==> src/rtl/multdiv_pkg.sv <==
// Shared types and constants for the multi-cycle signed multiply/divide unit.
// Optional build macro used by the unit: MULTDIV_DIV0_FASTEXIT_EN.
package multdiv_pkg;

   typedef enum logic [1:0] {
      IDLE = 2'd0,
      MUL  = 2'd1,
      DIV  = 2'd2,
      DONE = 2'd3
   } state_t;

   localparam int          WIDTH   = 32;
   localparam int          ITER    = 32;
   localparam logic [31:0] INT_MIN = 32'h8000_0000;

   // Magnitude of a two's complement word; INT_MIN maps onto itself as unsigned 2^31.
   function automatic logic [31:0] abs32(input logic [31:0] v);
      return v[31] ? (32'd0 - v) : v;
   endfunction

endpackage

==> src/rtl/multdiv_step.sv <==
// One iteration of the shared datapath: radix-2 Booth step (mode=0) or
// unsigned non-restoring divide step on magnitudes (mode=1).
module multdiv_step #(
   parameter int WIDTH = 32
) (
   input  logic             mode,
   input  logic [WIDTH:0]   acc,
   input  logic [WIDTH-1:0] q,
   input  logic             q_1,
   input  logic [WIDTH-1:0] m,
   output logic [WIDTH:0]   acc_next,
   output logic [WIDTH-1:0] q_next,
   output logic             q1_next
);

   logic [WIDTH:0] m_ext;
   logic [WIDTH:0] shifted;
   logic [WIDTH:0] sum;

   always_comb begin
      m_ext    = '0;
      shifted  = '0;
      sum      = '0;
      acc_next = acc;
      q_next   = q;
      q1_next  = 1'b0;
      if (!mode) begin
         m_ext = {m[WIDTH-1], m};
         case ({q[0], q_1})
            2'b01:   sum = acc + m_ext;
            2'b10:   sum = acc - m_ext;
            default: sum = acc;
         endcase
         acc_next = {sum[WIDTH], sum[WIDTH:1]};
         q_next   = {sum[0], q[WIDTH-1:1]};
         q1_next  = q[0];
      end else begin
         // Partial remainder stays within +/-2*divisor, so WIDTH+1 bits hold it.
         m_ext    = {1'b0, m};
         shifted  = {acc[WIDTH-1:0], q[WIDTH-1]};
         sum      = acc[WIDTH] ? (shifted + m_ext) : (shifted - m_ext);
         acc_next = sum;
         q_next   = {q[WIDTH-2:0], ~sum[WIDTH]};
      end
   end

endmodule

==> src/rtl/multdiv_unit.sv <==
// Multi-cycle 32-bit signed multiply/divide unit, fixed 33-cycle latency.
// MULTDIV_DIV0_FASTEXIT_EN: divide-by-zero skips the iterations and finishes at once.
module multdiv_unit #(
   parameter int WIDTH = 32,
   parameter int CNT_W = 5
) (
   input  logic             clock,
   input  logic             reset,
   input  logic             ctrl_MULT,
   input  logic             ctrl_DIV,
   input  logic [WIDTH-1:0] data_operandA,
   input  logic [WIDTH-1:0] data_operandB,
   output logic [WIDTH-1:0] data_result,
   output logic             data_exception,
   output logic             data_resultRDY,
   output logic             busy
);
   import multdiv_pkg::*;

   state_t           state;
   logic [CNT_W-1:0] cnt;
   logic [WIDTH:0]   acc;
   logic [WIDTH-1:0] q;
   logic             q_1;
   logic [WIDTH-1:0] m;
   logic             neg;
   logic             div_zero;
   logic             div_ovf;

   logic [WIDTH:0]     acc_n;
   logic [WIDTH-1:0]   q_n;
   logic               q1_n;
   logic [2*WIDTH-1:0] prod;
   logic [WIDTH:0]     prod_hi;
   logic               mul_ovf;
   logic [WIDTH-1:0]   quot;

   multdiv_step #(.WIDTH(WIDTH)) u_step (
      .mode     (state == DIV),
      .acc      (acc),
      .q        (q),
      .q_1      (q_1),
      .m        (m),
      .acc_next (acc_n),
      .q_next   (q_n),
      .q1_next  (q1_n)
   );

   assign prod    = {acc_n[WIDTH-1:0], q_n};
   assign prod_hi = prod[2*WIDTH-1:WIDTH-1];
   assign mul_ovf = !((prod_hi == '0) || (prod_hi == '1));
   assign quot    = neg ? (WIDTH'(0) - q_n) : q_n;

   always_ff @(posedge clock) begin
      if (reset) begin
         state          <= IDLE;
         cnt            <= '0;
         acc            <= '0;
         q              <= '0;
         q_1            <= 1'b0;
         m              <= '0;
         neg            <= 1'b0;
         div_zero       <= 1'b0;
         div_ovf        <= 1'b0;
         data_result    <= '0;
         data_exception <= 1'b0;
         data_resultRDY <= 1'b0;
         busy           <= 1'b0;
      end else begin
         data_resultRDY <= 1'b0;
         if (state == DONE) begin
            data_resultRDY <= 1'b1;
            busy           <= 1'b0;
            state          <= IDLE;
         end
         // A start is honoured in every state; in MUL/DIV it aborts the running op.
         if (ctrl_MULT || ctrl_DIV) begin
            cnt  <= '0;
            acc  <= '0;
            q_1  <= 1'b0;
            busy <= 1'b1;
            if (ctrl_MULT) begin
               state <= MUL;
               q     <= data_operandB;
               m     <= data_operandA;
            end else begin
               state    <= DIV;
               q        <= abs32(data_operandA);
               m        <= abs32(data_operandB);
               neg      <= data_operandA[WIDTH-1] ^ data_operandB[WIDTH-1];
               div_zero <= (data_operandB == '0);
               div_ovf  <= (data_operandA == INT_MIN) && (data_operandB == '1);
`ifdef MULTDIV_DIV0_FASTEXIT_EN
               if (data_operandB == '0) begin
                  state          <= DONE;
                  data_result    <= '0;
                  data_exception <= 1'b1;
               end
`endif
            end
         end else if ((state == MUL) || (state == DIV)) begin
            acc <= acc_n;
            q   <= q_n;
            q_1 <= q1_n;
            cnt <= cnt + 1'b1;
            if (cnt == CNT_W'(ITER - 1)) begin
               state <= DONE;
               if (state == MUL) begin
                  data_result    <= q_n;
                  data_exception <= mul_ovf;
               end else if (div_zero) begin
                  data_result    <= '0;
                  data_exception <= 1'b1;
               end else if (div_ovf) begin
                  data_result    <= INT_MIN;
                  data_exception <= 1'b1;
               end else begin
                  data_result    <= quot;
                  data_exception <= 1'b0;
               end
            end
         end
      end
   end

endmodule

==> config.mk <==
export PLATFORM = sky130hd
export DESIGN_NAME = multdiv_unit
export DESIGN_NICKNAME = d
export VERILOG_FILES = /design/src/rtl/multdiv_pkg.sv /design/src/rtl/multdiv_step.sv /design/src/rtl/multdiv_unit.sv
export SDC_FILE = /design/constraint.sdc
export NUM_CORES = 1
export LEC_CHECK = 0
export ABC_AREA = 1
export CELL_PAD_IN_SITES_DETAIL_PLACEMENT = 0
export CELL_PAD_IN_SITES_GLOBAL_PLACEMENT = 1
export CORE_UTILIZATION = 35
export CTS_BUF_LIST = sky130_fd_sc_hd__clkbuf_4 sky130_fd_sc_hd__clkbuf_8 sky130_fd_sc_hd__clkbuf_16
export CTS_CLUSTER_SIZE = 12
export DETAILED_ROUTE_END_ITERATION = 8
export PLACE_DENSITY = 0.68
export REMOVE_ABC_BUFFERS = 1
export SYNTH_ARGS = -nofsm -noshare
export SYNTH_HDL_FRONTEND = slang
export SYNTH_SLANG_ARGS = --single-unit
export TNS_END_PERCENT = 1
==> constraint.sdc <==
create_clock -name clock -period 6 [get_ports clock]
set_clock_uncertainty 0.05 [all_clocks]
set_input_delay 0.6 -clock clock [delete_from_list [all_inputs] [get_ports clock]]
set_output_delay 0.6 -clock clock [all_outputs]
set_load 0.05 [all_outputs]
==> flow_summary.toml <==
[outcome]
outcome = "finished, final reports clean"

[logic_synthesis]
synth_cell_type_count = 58
synth_cells = 2844
async_flop_share = 0
synth_edf_count = 0
synth-main-ff-cell = "dfxtp_1"
synth_area_mm2 = 0.01584
synth-seq-cells = 143
ys_seq_area_frac = 0.1808
yosysWarningCount = 0
avgSynthCellArea_um2 = 5.568

[timing]
slew_headroom = 0.2897
worst_pin_slew_ns = 1.064
setup-violations-final = 0
min_period_over_period = 0.9183
drv_slew = 0
fin_crit_ns = 5.510
finalHoldViolCount = 0
timing.hold.ws_ns = 0.4128
fmax_mhz = 181.5
fin_tns_setup_ns = 0

[global_route]
grt_pass1_vias = 17110
grt_usage = 0.2704
grt_pass1_wl_um = 96730
grt-ovfl-total = 0
antenna_found_initial = 1
grt_max_degree = 72

[setup_path]
crit_type = "reg -> reg"
cp-start-kind = "register"
regToRegSetupSlack_ns = 0.49
rr_startpoint = "m[1]$_SDFFE_PP0N_"
crit_path_end_kind = "register"
startpoint = "m[1]$_SDFFE_PP0N_"
cp.arrival_ns = 5.86
cp_data_required_time_ns = 6.35
max_stage_delay_ns = 0.37
crit_slowest_cell = "ha_1"
rr_endpoint = "data_result[28]$_SDFFE_PP0P_"
path_common_cell = "nand2_1"
crit_fanout = 5
reg2reg_depth = 38

[floorplan]
die-area_mm2 = 0.04610
ios = 103
core_area_mm2 = 0.04441
rows = 77
die_h_um = 214.7
die_w_um = 214.7
initial_core_util = 0.3565

[drt]
ant_nets = 0
wire_per_inst_um = 18.01
drtIter0Drc = 1235
drt_wl_total_um = 63090
drt_pre_antenna_iters = 5
vias = 18060
drcViolationCount = 0
routed_via_density = 5.155

[clock_tree]
cts_made_buffers = 17
cts_buffer_depth = 2
htreeDepth = 4
cts_root_buf = "clkbuf_16"
clock-sinks = 143
cts_tree = "done"
clock_latency_ns = 0.47
clkTransAtPathRegs_ns = 0.06

[place]
dp_hpwl_um = 50580
io_buffers = 102
place_congestion = 0.9342

[finish]
nNetsFinal = 3044
area_growth_pct = 14.63
layout_commonest_cell = "nand2_1"
finish.utilization = 0.4087
mostFrequentLayoutCells = "nand2_1, inv_1, nor2_1"
drive_above_1_share = 0.05498

[power_and_ir_drop]
vdd_drop_max_mv = 0.1926
powerDensity_mw_per_mm2 = 200.4
leakagePower_nw = 8.696

[flow_run]
drv_cap = 0

[hold_path]
whs_path_depth = 2
min_from = "data_result[0]$_SDFFE_PP0P_"
holdPathEnd = "data_result[0]$_SDFFE_PP0P_"
hp-class = "reg -> reg"
[state kept, by name, summed over array words and instances (netlist names)]
register,count
m,32
div_zero,1
data_resultRDY,1
state,2
neg,1
data_result,32
div_ovf,1
data_exception,1
q_1,1
cnt,5
q,32
busy,1
acc,33
[worst max-delay path: cells and delay by family (launching register included)]
family                     cells  cell delay [ns]
buffers and inverters          3             0.24
AOI/OAI and AO/OA              4             0.34
xor gates and xnor gates       2             0.38
and+or+nand+nor               27             3.55
adders and majority gates      2             0.56
DFF                            1             0.34
[power by group]
part | switching [mW] | internal, mW
registers | 0.0499 | 0.994
clock network | 0.485 | 0.706
logic | 0.960 | 0.444
[routing by layer]
layer  track usage  share of wire  vias up
met2        0.4805           0.49      395
met5             0              0        -
met4       0.08690          0.025        0
li1              -              -     9357
met1        0.3421           0.45     8241
met3       0.02406          0.034       65
[worst max-delay path by stage]
stage | endpoint | slack, ns | cells past startpoint
global placement | data_result[28]$_SDFFE_PP0P_ | 0.33 | 41
global route | data_result[28]$_SDFFE_PP0P_ | -0.0009 | 37
detailed placement | data_result[28]$_SDFFE_PP0P_ | 0.18 | 38
finish | data_result[28]$_SDFFE_PP0P_ | 0.49 | 38
floorplan | q[15]$_SDFFE_PP0P_ | 0.30 | 5
CTS | data_result[28]$_SDFFE_PP0P_ | 0.14 | 38
[cells in the mapped netlist, drive strengths merged (24+ instances only)]
cell | instances | share of area
a221oi | 42 | 0.023
nand2 | 828 | 0.20
a31oi | 35 | 0.014
buf | 28 | 0.010
nor2 | 245 | 0.060
nor3 | 45 | 0.019
a21oi | 223 | 0.072
clkbuf | 73 | 0.017
nand4 | 41 | 0.017
xor2 | 24 | 0.013
nand3 | 221 | 0.071
dfxtp | 143 | 0.18
ha | 76 | 0.060
o21ai | 215 | 0.071
inv | 480 | 0.11
[final cells by class]
class | instances | area [um2]
sequential | 143 | 2864
fill | 4978 | 26260
tap | 592 | 740.7
clock buffer | 22 | 494.2
inverter | 483 | 1813
antenna | 1 | 2.502
multi-input combinational | 2117 | 10840
clock inverter | 9 | 131.4
timing repair buffer | 136 | 1269
[what timing repair did]
item | CTS | global route
hold endpoints to repair | 0 | 0
hold buffers | 0 | 0
resized for setup | 0 | 27
endpoints found under the setup margin | 0 | 7
setup buffers | 0 | 12
[kinds of logic (layout without fill, tap and decap cells)]
logic type      after synthesis  after routing  synth area share
compound gates              571            571            0.2065
simple gates               1429           1429            0.3862
flops                       143            143            0.1808
other cells                   0              1                 0
fa+ha+maj                    78             78           0.06258
buf+inv                     584            650            0.1422
mux                           2              2          0.001264
xor+xnor                     37             37           0.02046
[stage by stage]
stage               area (um2)  setup WS, ns  cells  power, mW
floorplan                15400        0.3038   2743      1.956
global placement         17350        0.3322   3459      2.419
detailed placement       17350        0.1775   3459      2.426
CTS                      17980        0.1432   3490      3.615
global route             18150    -0.0008984   3502      3.849
finish                   18150        0.4904   3503      3.638
Power figures use the tool's default switching activity.
